## config.mk

```make
export PLATFORM = sky130hd
export DESIGN_NAME = iq_symbol_modulator
export DESIGN_NICKNAME = d
export VERILOG_FILES = /design/src/rtl/iq_symbol_modulator.sv
export SDC_FILE = /design/constraint.sdc
export NUM_CORES = 1
export LEC_CHECK = 0
export CORE_AREA = 2 2 95 97
export DETAILED_ROUTE_END_ITERATION = 8
export DIE_AREA = 0 0 97 99
export SETUP_SLACK_MARGIN = 0.3
export SYNTH_ARGS = -nofsm -noshare
export SYNTH_HDL_FRONTEND = slang
export SYNTH_SLANG_ARGS = --single-unit
```

## constraint.sdc

```tcl
create_clock -name clk -period 2.1 [get_ports clk]
set_input_delay 0.315 -clock clk [delete_from_list [all_inputs] [get_ports clk]]
set_output_delay 0.315 -clock clk [all_outputs]
set_load 0.01 [all_outputs]
```

## src/rtl/iq_symbol_modulator.sv

```systemverilog
// Symbol-rate I/Q modulator: buffers signed I/Q symbols in a small FIFO, holds each for
// SYM_CYCLES clocks and mixes it with an fs/4 quadrature LO into an offset-binary DAC word.
module iq_symbol_modulator #(
  parameter int IQ_W       = 4,
  parameter int DAC_W      = 10,
  parameter int SYM_CYCLES = 16,
  parameter int FIFO_DEPTH = 4
) (
  input  logic             clk,
  input  logic             areset_n,
  input  logic             enable,
  input  logic             clr_flags,
  input  logic             sym_valid,
  input  logic [IQ_W-1:0]  sym_i,
  input  logic [IQ_W-1:0]  sym_q,
  output logic             sym_ready,
  output logic [DAC_W-1:0] dacval,
  output logic             busy,
  output logic             underrun,
  output logic [15:0]      sym_count
);

  localparam int PTR_W = $clog2(FIFO_DEPTH);
  localparam int CYC_W = $clog2(SYM_CYCLES);

  localparam logic [CYC_W-1:0] CYC_LAST = CYC_W'(SYM_CYCLES - 1);
  localparam logic [CYC_W-1:0] CYC_ONE  = CYC_W'(1);
  localparam logic [PTR_W:0]   PTR_ONE  = (PTR_W + 1)'(1);
  localparam logic [DAC_W-1:0] DAC_MID  = {1'b1, {(DAC_W - 1){1'b0}}};
  localparam logic [IQ_W-1:0]  IQ_MIN   = {1'b1, {(IQ_W - 1){1'b0}}};
  localparam logic [IQ_W-1:0]  IQ_MAX   = {1'b0, {(IQ_W - 1){1'b1}}};
  localparam logic [IQ_W-1:0]  IQ_ONE   = IQ_W'(1);

  localparam logic ST_IDLE = 1'b0;
  localparam logic ST_RUN  = 1'b1;

  // Two's-complement negate that clips the most negative code to the most positive one.
  function automatic logic [IQ_W-1:0] neg_sat(input logic [IQ_W-1:0] v);
    if (v == IQ_MIN) return IQ_MAX;
    return ~v + IQ_ONE;
  endfunction

  // MID + v*2^(DAC_W-IQ_W) is the left-aligned value with its sign bit inverted.
  function automatic logic [DAC_W-1:0] to_dac(input logic [IQ_W-1:0] v);
    return {~v[IQ_W-1], v[IQ_W-2:0], {(DAC_W - IQ_W){1'b0}}};
  endfunction

  // ---------------------------------------------------------------- symbol FIFO
  logic [2*IQ_W-1:0] mem_q [FIFO_DEPTH];
  logic [PTR_W:0]    wr_ptr_q, wr_ptr_d;
  logic [PTR_W:0]    rd_ptr_q, rd_ptr_d;
  logic              fifo_empty, fifo_full;
  logic              push, pop;
  logic [IQ_W-1:0]   head_i, head_q;

  assign fifo_empty = (wr_ptr_q == rd_ptr_q);
  assign fifo_full  = (wr_ptr_q[PTR_W] != rd_ptr_q[PTR_W]) &&
                      (wr_ptr_q[PTR_W-1:0] == rd_ptr_q[PTR_W-1:0]);
  assign push       = sym_valid && !fifo_full;
  assign head_i     = mem_q[rd_ptr_q[PTR_W-1:0]][2*IQ_W-1:IQ_W];
  assign head_q     = mem_q[rd_ptr_q[PTR_W-1:0]][IQ_W-1:0];

  always_comb begin
    // NOTE: every always_comb output gets a default first so no path leaves it unassigned (no latch).
    wr_ptr_d = wr_ptr_q;
    rd_ptr_d = rd_ptr_q;
    if (push) wr_ptr_d = wr_ptr_q + PTR_ONE;
    if (pop)  rd_ptr_d = rd_ptr_q + PTR_ONE;
  end

  // NOTE: storage is not reset; the pointers define validity, so a reset flushes the FIFO anyway.
  always_ff @(posedge clk) begin
    if (push) mem_q[wr_ptr_q[PTR_W-1:0]] <= {sym_i, sym_q};
  end

  // ---------------------------------------------------------------- sequencer
  logic             state_q, state_d;
  logic [1:0]       phase_q, phase_d;
  logic [CYC_W-1:0] cyc_q, cyc_d;
  logic [IQ_W-1:0]  i_hold_q, i_hold_d;
  logic [IQ_W-1:0]  q_hold_q, q_hold_d;
  logic [15:0]      sym_count_q, sym_count_d;
  logic             underrun_q, underrun_d;
  logic [DAC_W-1:0] dacval_q, dacval_d;
  logic [IQ_W-1:0]  mix_val;
  logic             underrun_set;

  // LO multiply by cos/sin = (1,0,-1,0)/(0,1,0,-1) reduces to selecting +I,+Q,-I,-Q.
  always_comb begin
    mix_val = i_hold_q;
    case (phase_q)
      2'd0:    mix_val = i_hold_q;
      2'd1:    mix_val = q_hold_q;
      2'd2:    mix_val = neg_sat(i_hold_q);
      default: mix_val = neg_sat(q_hold_q);
    endcase
  end

  always_comb begin
    state_d      = state_q;
    phase_d      = phase_q;
    cyc_d        = cyc_q;
    i_hold_d     = i_hold_q;
    q_hold_d     = q_hold_q;
    sym_count_d  = sym_count_q;
    dacval_d     = DAC_MID;
    pop          = 1'b0;
    underrun_set = 1'b0;

    case (state_q)
      ST_IDLE: begin
        phase_d = 2'd0;
        cyc_d   = '0;
        if (enable && !fifo_empty) begin
          pop         = 1'b1;
          i_hold_d    = head_i;
          q_hold_d    = head_q;
          sym_count_d = sym_count_q + 16'd1;
          state_d     = ST_RUN;
        end
      end

      ST_RUN: begin
        dacval_d = to_dac(mix_val);
        phase_d  = phase_q + 2'd1;
        cyc_d    = cyc_q + CYC_ONE;
        // The running symbol always completes; the decision is taken only on its last clock.
        if (cyc_q == CYC_LAST) begin
          cyc_d = '0;
          if (enable && !fifo_empty) begin
            pop         = 1'b1;
            i_hold_d    = head_i;
            q_hold_d    = head_q;
            sym_count_d = sym_count_q + 16'd1;
          end else begin
            underrun_set = enable;
            state_d      = ST_IDLE;
          end
        end
      end

      default: state_d = ST_IDLE;
    endcase

    if (underrun_set)   underrun_d = 1'b1;
    else if (clr_flags) underrun_d = 1'b0;
    else                underrun_d = underrun_q;
  end

  always_ff @(posedge clk or negedge areset_n) begin
    if (!areset_n) begin
      wr_ptr_q    <= '0;
      rd_ptr_q    <= '0;
      state_q     <= ST_IDLE;
      phase_q     <= 2'd0;
      cyc_q       <= '0;
      i_hold_q    <= '0;
      q_hold_q    <= '0;
      sym_count_q <= 16'd0;
      underrun_q  <= 1'b0;
      dacval_q    <= DAC_MID;
    end else begin
      // NOTE: state registers use non-blocking assignments so every flop samples pre-edge values.
      wr_ptr_q    <= wr_ptr_d;
      rd_ptr_q    <= rd_ptr_d;
      state_q     <= state_d;
      phase_q     <= phase_d;
      cyc_q       <= cyc_d;
      i_hold_q    <= i_hold_d;
      q_hold_q    <= q_hold_d;
      sym_count_q <= sym_count_d;
      underrun_q  <= underrun_d;
      dacval_q    <= dacval_d;
    end
  end

  assign sym_ready = !fifo_full;
  assign dacval    = dacval_q;
  assign busy      = (state_q == ST_RUN);
  assign underrun  = underrun_q;
  assign sym_count = sym_count_q;

endmodule

```

==> results.yml, run 1 <==
placed_design:
  place_area_um2: 3860
  numPortBuffers: 35
  place_inst: 393
  dp.final_hpwl_um: 4310
  gp_congestion: 0.797
detailed_routing:
  ant_nets: 0
  drt_iter0_drc: 59
  drc: 0
  detail_route.wirelength_um: 6210
  routedWlPerCell_um: 14.9
  vias_per_cell: 5.00
  drtPass1Iterations: 4
  vias: 2081
logic_synthesis:
  synth_top_family_by_area: "simple AND/OR/NAND/NOR gates"
  synth.largest_area_cell: "dfrtp_1"
  synth_adder_area_share: 0.0481
  ys_ff_latch: 74
  yosys_warnings: 0
  synthMuxAreaShare: 0.0840
  synth-seq-area-share: 0.596
  ys_types: 43
  ys_top_cells_by_area: "dfrtp_1 (30%), edfxtp_1 (28%), mux4_2 (5.3%)"
  syn_avg_cell_area_um2: 13.6
  netlist_area_um2: 3380
  synth_xor_area_frac: 0.0696
  synth_top_cell_area_share: 0.304
  yosys.area_share.simple: 0.111
  synthCells: 248
  synth-compound-area-share: 0.0504
power_and_ir_drop:
  powerDensity_nw_per_um2: 1330
  max-vdd-ir-drop_mv: 0.573
  leakagePower_uw: 0.00167
  finalPower_uw: 5540
die:
  start_util: 0.395
  core_um2: 8550
  die-area_um2: 9600
  rows: 34
  fp.dieW_um: 97
  fp.dieH_um: 99
  num_io_pins: 42
clock_tree:
  clockBufferDepth: 2
  cts_tree: "done"
  clk_latency_ns: 0.34
  cts-root-buf: "clkbuf_8"
  cts_buffers: 9
  clock_sinks: 74
  path_clk_slew_ns: 0.08
  cts_htree_levels: 3
cells_and_area:
  diodes: 0
  final_layout_size_suffix_gt1_frac: 0.208
  fillers: 769
  final_area_um2: 4170
  multiInputGateArea_um2: 1310
  regArea_um2: 2020
  final_common_cell: "dfrtp_1"
  layout_common_cells: "dfrtp_1 (37), clkdlybuf4s50_1 (33), edfxtp_1 (32)"
  syn_to_final_growth_pct: 23.4
  fin_util: 0.488
  stdcell_count: 416
  fin_nets: 329
worst_setup_path:
  worstPathRequired_ns: 2.32
  criticalPathCategory: "reg -> reg"
  cp.arrival_ns: 1.99
  start_kind: "flip-flop"
  cp_max_fo: 12
  critical_path.endpoint_type: "flip-flop"
global_route:
  grt_pass1_wl_um: 10500
  grt_max_degree: 43
  antenna_found_initial: 0
  grt_overflow: 0
  grt_pass1_vias: 2083
  grt.total_usage: 0.139
timing:
  final_hold_viol_count: 0
  setup_viol: 0
  rsz0062_at_grt: "true"
  period_share: 0.846
  slew_headroom: 0.638
  fin_crit_ns: 1.78
  tightest_slew_ns: 0.543
  fin_setup_tns_ns: 0
  skew_ns: 0.00986
  drv_slew: 0
  max_freq_mhz: 563
run:
  maxCapViolations: 0
hold_path:
  hold_path.class: "in -> async"
run_status:
  status: "finished, final reports clean"
state kept, by name, summed over array words and instances, names as in the netlist:
signal and flops:
mem_q 32, sym_count 16, cyc_q 4, dacval 4, i_hold_q 4, q_hold_q 4
rd_ptr_q 3, wr_ptr_q 3, phase_q 2, busy 1, underrun 1
synthesized netlist by cell type, drive strengths merged:
master / instances
nand3b: 2
nand3: 14
and3: 3
mux2i: 1
nor4: 2
a21oi: 7
clkbuf: 2
edfxtp: 32
a211oi: 1
inv: 11
nor3b: 1
buf: 11
nor2: 8
and4: 1
conb: 1
dfrtp: 41
nor3: 4
o31a: 1
nand2: 11
o32ai: 1
and2: 8
nand2b: 3
mux4: 8
dfstp: 1
ha: 13
o31ai: 1
nor2b: 1
o21ai: 10
a31oi: 1
a221o: 1
xor2: 12
mux2: 7
nand4: 10
a221oi: 1
xnor2: 14
o211ai: 1
or3: 1
metal layers:
metal,vias up,part of all wire,wire (um),global-route usage
li1,994,-,-,-
met3,6,0.041,254,0.0383
met1,1028,0.46,2860,0.183
met2,53,0.49,3010,0.222
met4,0,0.013,79,0.0488
met5,-,0,0,0
stage by stage:
stage / hold slack, ns / setup WS, ns
floorplan: 0.0194 / 0.423
global placement: 0.420 / 0.318
detailed placement: 0.424 / 0.255
CTS: 0.0449 / 0.255
global route: 0.0585 / 0.253
finish: 0.0312 / 0.323
where the power goes:
part | leakage, uW | switching (uW) | total (uW) | internal (uW)
Sequential | 0.000819 | 340 | 2300 | 1960
Clock | 0.0000987 | 535 | 1080 | 547
Combinational | 0.000748 | 1070 | 2160 | 1090
Total | 0.00167 | 1940 | 5540 | 3590
cells by family (layout without fill, tap and decap cells):
group / Yosys count / count (layout)
compound gates: 25 / 25
xor+xnor: 26 / 26
fa+ha+maj: 13 / 13
buf+inv: 24 / 79
flops: 74 / 74
mux: 16 / 16
other cells: 1 / 6
simple gates: 69 / 69
repair_timing:
action | in CTS | in global routing
gates resized for setup | 8 | 7
setup endpoints to repair | 2 | 52
buffers inserted | 2 | 5
pin swaps | 1 | 1
hold buffers | 0 | 0
critical path, stage by stage, from the launching register on:
cell     delay [ns]
dfrtp_2        0.43
buf_4          0.16
xor2_2         0.19
o31ai_4        0.36
nor2_2         0.06
buf_6          0.16
mux2_4         0.29
final cells by class:
| class | count | share of cell area |
|---|---|---|
| clock buffers | 9 | 0.0297 |
| multi-input cells | 155 | 0.314 |
| repair buffers | 52 | 0.114 |
| well taps | 108 | 0.0324 |
| inverters | 11 | 0.00990 |
| flip-flops and latches | 74 | 0.484 |
| clock inverters | 7 | 0.0165 |
final timing paths:
check | startpoint | end | slack [ns] | depth (start not counted)
max | wr_ptr_q[1] | rd_ptr_q[1] | 0.32 | 6
max reg2reg | wr_ptr_q[1] | rd_ptr_q[1] | 0.32 | 6
min | areset_n | phase_q[0] | 0.03 | 2
min reg2reg | cyc_q[0] | cyc_q[0] | 0.46 | 1
min in group clk | cyc_q[0] | cyc_q[0] | 0.46 | 1
max in group asynchronous | areset_n | rd_ptr_q[2] | 1.65 | 2
Power figures use the tool's default switching activity.
==> run 2, diff against run 1 <==
==> constraint.sdc (replaced) <==
create_clock -name clk -period 1.7 [get_ports clk]
set_input_delay 0.255 -clock clk [delete_from_list [all_inputs] [get_ports clk]]
set_output_delay 0.255 -clock clk [all_outputs]
set_load 0.01 [all_outputs]
==> results.yml, run 2 (same netlist as run 1, synthesis figures left out) <==
clock_tree:
  cts_buffers: 9
  clock_sinks: 74
  cts-root-buf: "clkbuf_8"
  cts_tree: "done"
  clk_latency_ns: 0.35
  cts_htree_levels: 3
  path_clk_slew_ns: 0.08
  clockBufferDepth: 2
power_and_ir_drop:
  switching_share: 0.349
  max-vdd-ir-drop_mv: 0.847
  leakagePower_uw: 0.00195
  combPwrFrac: 0.439
  powerDensity_nw_per_um2: 1680
  seqPwrFrac: 0.365
  clkPwrFrac: 0.196
  p_sw_uw: 2710
  power.internal_uw: 5040
cells_and_area:
  fin_util: 0.538
  layout_common_cells: "buf_4 (40), dfrtp_1 (34), edfxtp_1 (32)"
  fillers: 739
  final_layout_size_suffix_gt1_frac: 0.382
  diodes: 0
  syn_to_final_growth_pct: 36.2
  largest_register_ffs: 32
  multiInputGateArea_um2: 1470
  final_common_cell: "buf_4"
  fin_nets: 361
  regArea_um2: 2020
  stdcell_count: 448
  final_area_um2: 4600
global_route:
  grt_pass1_wl_um: 11100
  antenna_found_initial: 0
  grt_max_degree: 21
  grt_overflow: 0
  grt_pass1_vias: 2213
  grt.total_usage: 0.148
timing:
  final_hold_viol_count: 0
  period_share: 0.949
  rsz0062_at_grt: "true"
  drv_slew: 0
  fin_crit_ns: 1.61
  setup_viol: 0
  skew_ns: 0.00934
  fin_setup_tns_ns: 0
  setup_ws_ns: 0.0867
  max_freq_mhz: 620
detailed_routing:
  drtPass1Iterations: 4
  drt_iter0_drc: 93
  drc: 0
  detail_route.wirelength_um: 6770
  routedWlPerCell_um: 15.1
  vias_per_cell: 4.85
  vias: 2175
  ant_nets: 0
worst_setup_path:
  r2r.worst_path.cells: 5
  cp.arrival_ns: 1.85
  critical_path.endpoint_type: "flip-flop"
  start_kind: "flip-flop"
  r2r-start: "wr_ptr_q[1]"
  criticalPathCategory: "reg -> reg"
  worstPathRequired_ns: 1.93
  reg2reg_to: "rd_ptr_q[1]"
  ff2ff_setup_slack_ns: 0.09
  cp_max_fo: 8
placed_design:
  gp_congestion: 0.780
  place_area_um2: 3970
  dp.final_hpwl_um: 4400
  numPortBuffers: 35
  pre_cts_ws_ns: -0.0496
  place_inst: 403
die:
  start_util: 0.395
  die-area_um2: 9600
  fp.dieH_um: 99
  fp.dieW_um: 97
  core_um2: 8550
  rows: 34
  num_io_pins: 42
run:
  maxCapViolations: 0
run_status:
  status: "finished, final reports clean"
hold_path:
  hold_path.class: "in -> async"
-- run 2: changes by cell type in the layout (fill, tap and decap cells not counted), sizes merged --
cell and change:
buf +30, clkdlybuf4s50 -22, dlygate4sd2 +20, clkinv -4
clkbuf +2, inv +2, and2 +1, bufinv +1
clkinvlp +1, dlygate4sd3 +1
-- run 2: routing by layer --
layer,track usage,up-vias,part of all wire
li1,-,1060,-
met1,0.187,1064,0.44
met2,0.250,45,0.50
met3,0.0489,6,0.042
met4,0.0358,0,0.010
met5,0,-,0
-- run 2: layout make-up --
class                           instances  share of cell area
Clock buffer                            9              0.0269
Clock inverter                          7              0.0215
Inverter                               11             0.00897
Multi-Input combinational cell        156               0.320
Sequential cell                        74               0.439
Tap cell                              108              0.0293
Timing Repair Buffer                   83               0.154
-- run 2: repair_timing --
| action | CTS | global route |
|---|---|---|
| buffers inserted | 20 | 7 |
| gates cloned | 1 | 0 |
| endpoints found under the setup margin | 85 | 71 |
| resized for setup | 69 | 15 |
| hold endpoints to repair | 16 | 0 |
| hold buffers | 1 | 0 |
| pin swaps | 26 | 13 |
-- run 2: power by group through the flow --
stage | clock network, uW | registers (uW) | logic, uW
finish | 1520 | 2820 | 3400
floorplan | 0 | 2790 | 1800
global placement | 0 | 2820 | 2590
detailed placement | 0 | 2840 | 2620
global route | 1660 | 2880 | 3730
CTS | 1570 | 2810 | 3220
-- run 2: through the flow --
step                      hold WS (ns)  total power, uW
after floorplan                -0.0406             4590
after global placement           0.230             5410
after detailed placement         0.231             5460
after CTS                        0.399             7600
after global routing             0.401             8270
final                            0.382             7750
-- run 2: worst max path at each step --
stage	from	endpoint	slack [ns]	cells past startpoint
after floorplan	rd_ptr_q[1]	i_hold_q[3]	0.11	5
after global placement	enable	q_hold_q[2]	-0.03	5
after detailed placement	enable	q_hold_q[2]	-0.05	5
after CTS	wr_ptr_q[0]	sym_ready	0.06	3
after global routing	wr_ptr_q[1]	rd_ptr_q[2]	0.03	6
final	wr_ptr_q[1]	rd_ptr_q[1]	0.09	5
-- run 2: worst max-delay path, cell delays in order (launching register included) --
cell and delay (ns):
dfrtp_2 0.47, xor2_4 0.21, o31ai_4 0.31, nor2_4 0.06, buf_12 0.15, mux2_4 0.29
==> run 3, diff against run 2 <==
--- a/config.mk
+++ b/config.mk
@@ -5,10 +5,12 @@
 export SDC_FILE = /design/constraint.sdc
 export NUM_CORES = 1
 export LEC_CHECK = 0
+export CAP_MARGIN = 20
 export CORE_AREA = 2 2 95 97
 export DETAILED_ROUTE_END_ITERATION = 8
 export DIE_AREA = 0 0 97 99
 export SETUP_SLACK_MARGIN = 0.3
+export SKIP_CTS_REPAIR_TIMING = 1
 export SYNTH_ARGS = -nofsm -noshare
 export SYNTH_HDL_FRONTEND = slang
 export SYNTH_SLANG_ARGS = --single-unit
==> results.yml, run 3 (same netlist as run 1, synthesis figures left out) <==
clock_tree:
  path_clk_slew_ns: 0.08
  cts-root-buf: "clkbuf_8"
  clock_sinks: 74
  cts_htree_levels: 3
  cts_tree: "done"
  cts_buffers: 9
  clk_latency_ns: 0.35
  clockBufferDepth: 2
global_route:
  grt_pass1_vias: 2057
  grt.total_usage: 0.135
  grt_pass1_wl_um: 10100
  grt_max_degree: 21
  grt_overflow: 0
  antenna_found_initial: 0
power_and_ir_drop:
  powerDensity_nw_per_um2: 1630
  combPwrFrac: 0.410
  clkPwrFrac: 0.206
  p_sw_uw: 2530
  finalPower_uw: 7380
  max-vdd-ir-drop_mv: 0.865
  switching_share: 0.343
  seqPwrFrac: 0.384
  power.internal_uw: 4850
  leakagePower_uw: 0.00215
worst_setup_path:
  cp.arrival_ns: 1.87
  cp_max_fo: 12
  start_kind: "flip-flop"
  criticalPathCategory: "reg -> reg"
  worstPathRequired_ns: 1.93
  critical_path.endpoint_type: "flip-flop"
  r2r.worst_path.cells: 6
  r2r-start: "rd_ptr_q[2]"
  ff2ff_setup_slack_ns: 0.06
  reg2reg_to: "rd_ptr_q[1]"
die:
  fp.dieW_um: 97
  die-area_um2: 9600
  rows: 34
  num_io_pins: 42
  fp.dieH_um: 99
  core_um2: 8550
  start_util: 0.395
timing:
  final_hold_viol_count: 0
  timing.hold.ws_ns: 0.383
  max_freq_mhz: 611
  period_share: 0.963
  skew_ns: 0.0126
  fin_setup_tns_ns: 0
  setup_ws_ns: 0.0632
  drv_slew: 0
  fin_crit_ns: 1.64
  rsz0062_at_grt: "true"
  setup_viol: 0
detailed_routing:
  drtPass1Iterations: 4
  vias_per_cell: 4.91
  ant_nets: 0
  routedWlPerCell_um: 14.8
  drt_iter0_drc: 84
  vias: 2144
  drc: 0
  detail_route.wirelength_um: 6490
placed_design:
  gp_congestion: 0.780
  pre_cts_ws_ns: -0.0496
  dp.final_hpwl_um: 4400
  numPortBuffers: 35
run_status:
  status: "finished, final reports clean"
cells_and_area:
  syn_to_final_growth_pct: 33.8
  final_layout_size_suffix_gt1_frac: 0.322
  layout_common_cells: "dfrtp_1 (33), buf_4 (33), edfxtp_1 (32)"
  largest_register_ffs: 32
  diodes: 0
  fin_nets: 350
run:
  maxCapViolations: 0
hold_path:
  hold_path.class: "in -> async"
run 3: cell count changes in the layout (fill, tap and decap cells not counted), sizes merged:
cell,delta
clkbuf,-2
and2,-1
buf,-10
dlygate4sd2,-21
dlymetal6s2s,+23
run 3: final cells by class:
cell class | instances | area (um2)
clock buffer | 9 | 124
clock inverter | 7 | 98.8
fill | 758 | 4030
inverter | 11 | 41.3
multi-input combinational | 155 | 1390
sequential | 74 | 2020
tap | 108 | 135
timing repair buffer | 73 | 714
run 3: critical path, cell delays in order (launching register included):
cell and delay (ns):
dfrtp_2 0.45, xor2_4 0.19, buf_4 0.16, o31ai_4 0.20, nor2_2 0.08, buf_12 0.15
mux2_4 0.29
run 3: metrics by stage:
| stage | cell area (um2) | std cells | utilization |
|---|---|---|---|
| final | 4520 | 437 | 0.529 |
| after global routing | 4520 | 437 | 0.529 |
| after CTS | 4190 | 419 | 0.490 |
| after detailed placement | 3970 | 403 | 0.464 |
| after global placement | 3970 | 403 | 0.464 |
| after floorplan | 3420 | 253 | - |
run 3: worst max-delay path by stage:
stage,depth (start not counted),endpoint,startpoint
after global routing,6,rd_ptr_q[1],rd_ptr_q[2]
after CTS,3,sym_ready,wr_ptr_q[2]
final,6,rd_ptr_q[1],rd_ptr_q[2]
after detailed placement,5,q_hold_q[2],enable
after floorplan,5,i_hold_q[3],rd_ptr_q[1]
after global placement,5,q_hold_q[2],enable
run 3: power groups by stage:
stage                     Clock (uW)  Combinational [uW]  Sequential [uW]
after detailed placement           0                2620             2840
after global placement             0                2590             2820
after global routing            1660                3320             2900
after floorplan                    0                1800             2790
after CTS                       1570                2650             2800
final                           1520                3030             2830
run 3: layer usage:
| layer | up-vias | GRT usage | routed length [um] |
|---|---|---|---|
| met5 | - | 0 | 0 |
| met4 | 0 | 0.0358 | 63 |
| met3 | 6 | 0.0496 | 281 |
| met2 | 44 | 0.213 | 3130 |
| met1 | 1054 | 0.177 | 3010 |
| li1 | 1040 | - | - |
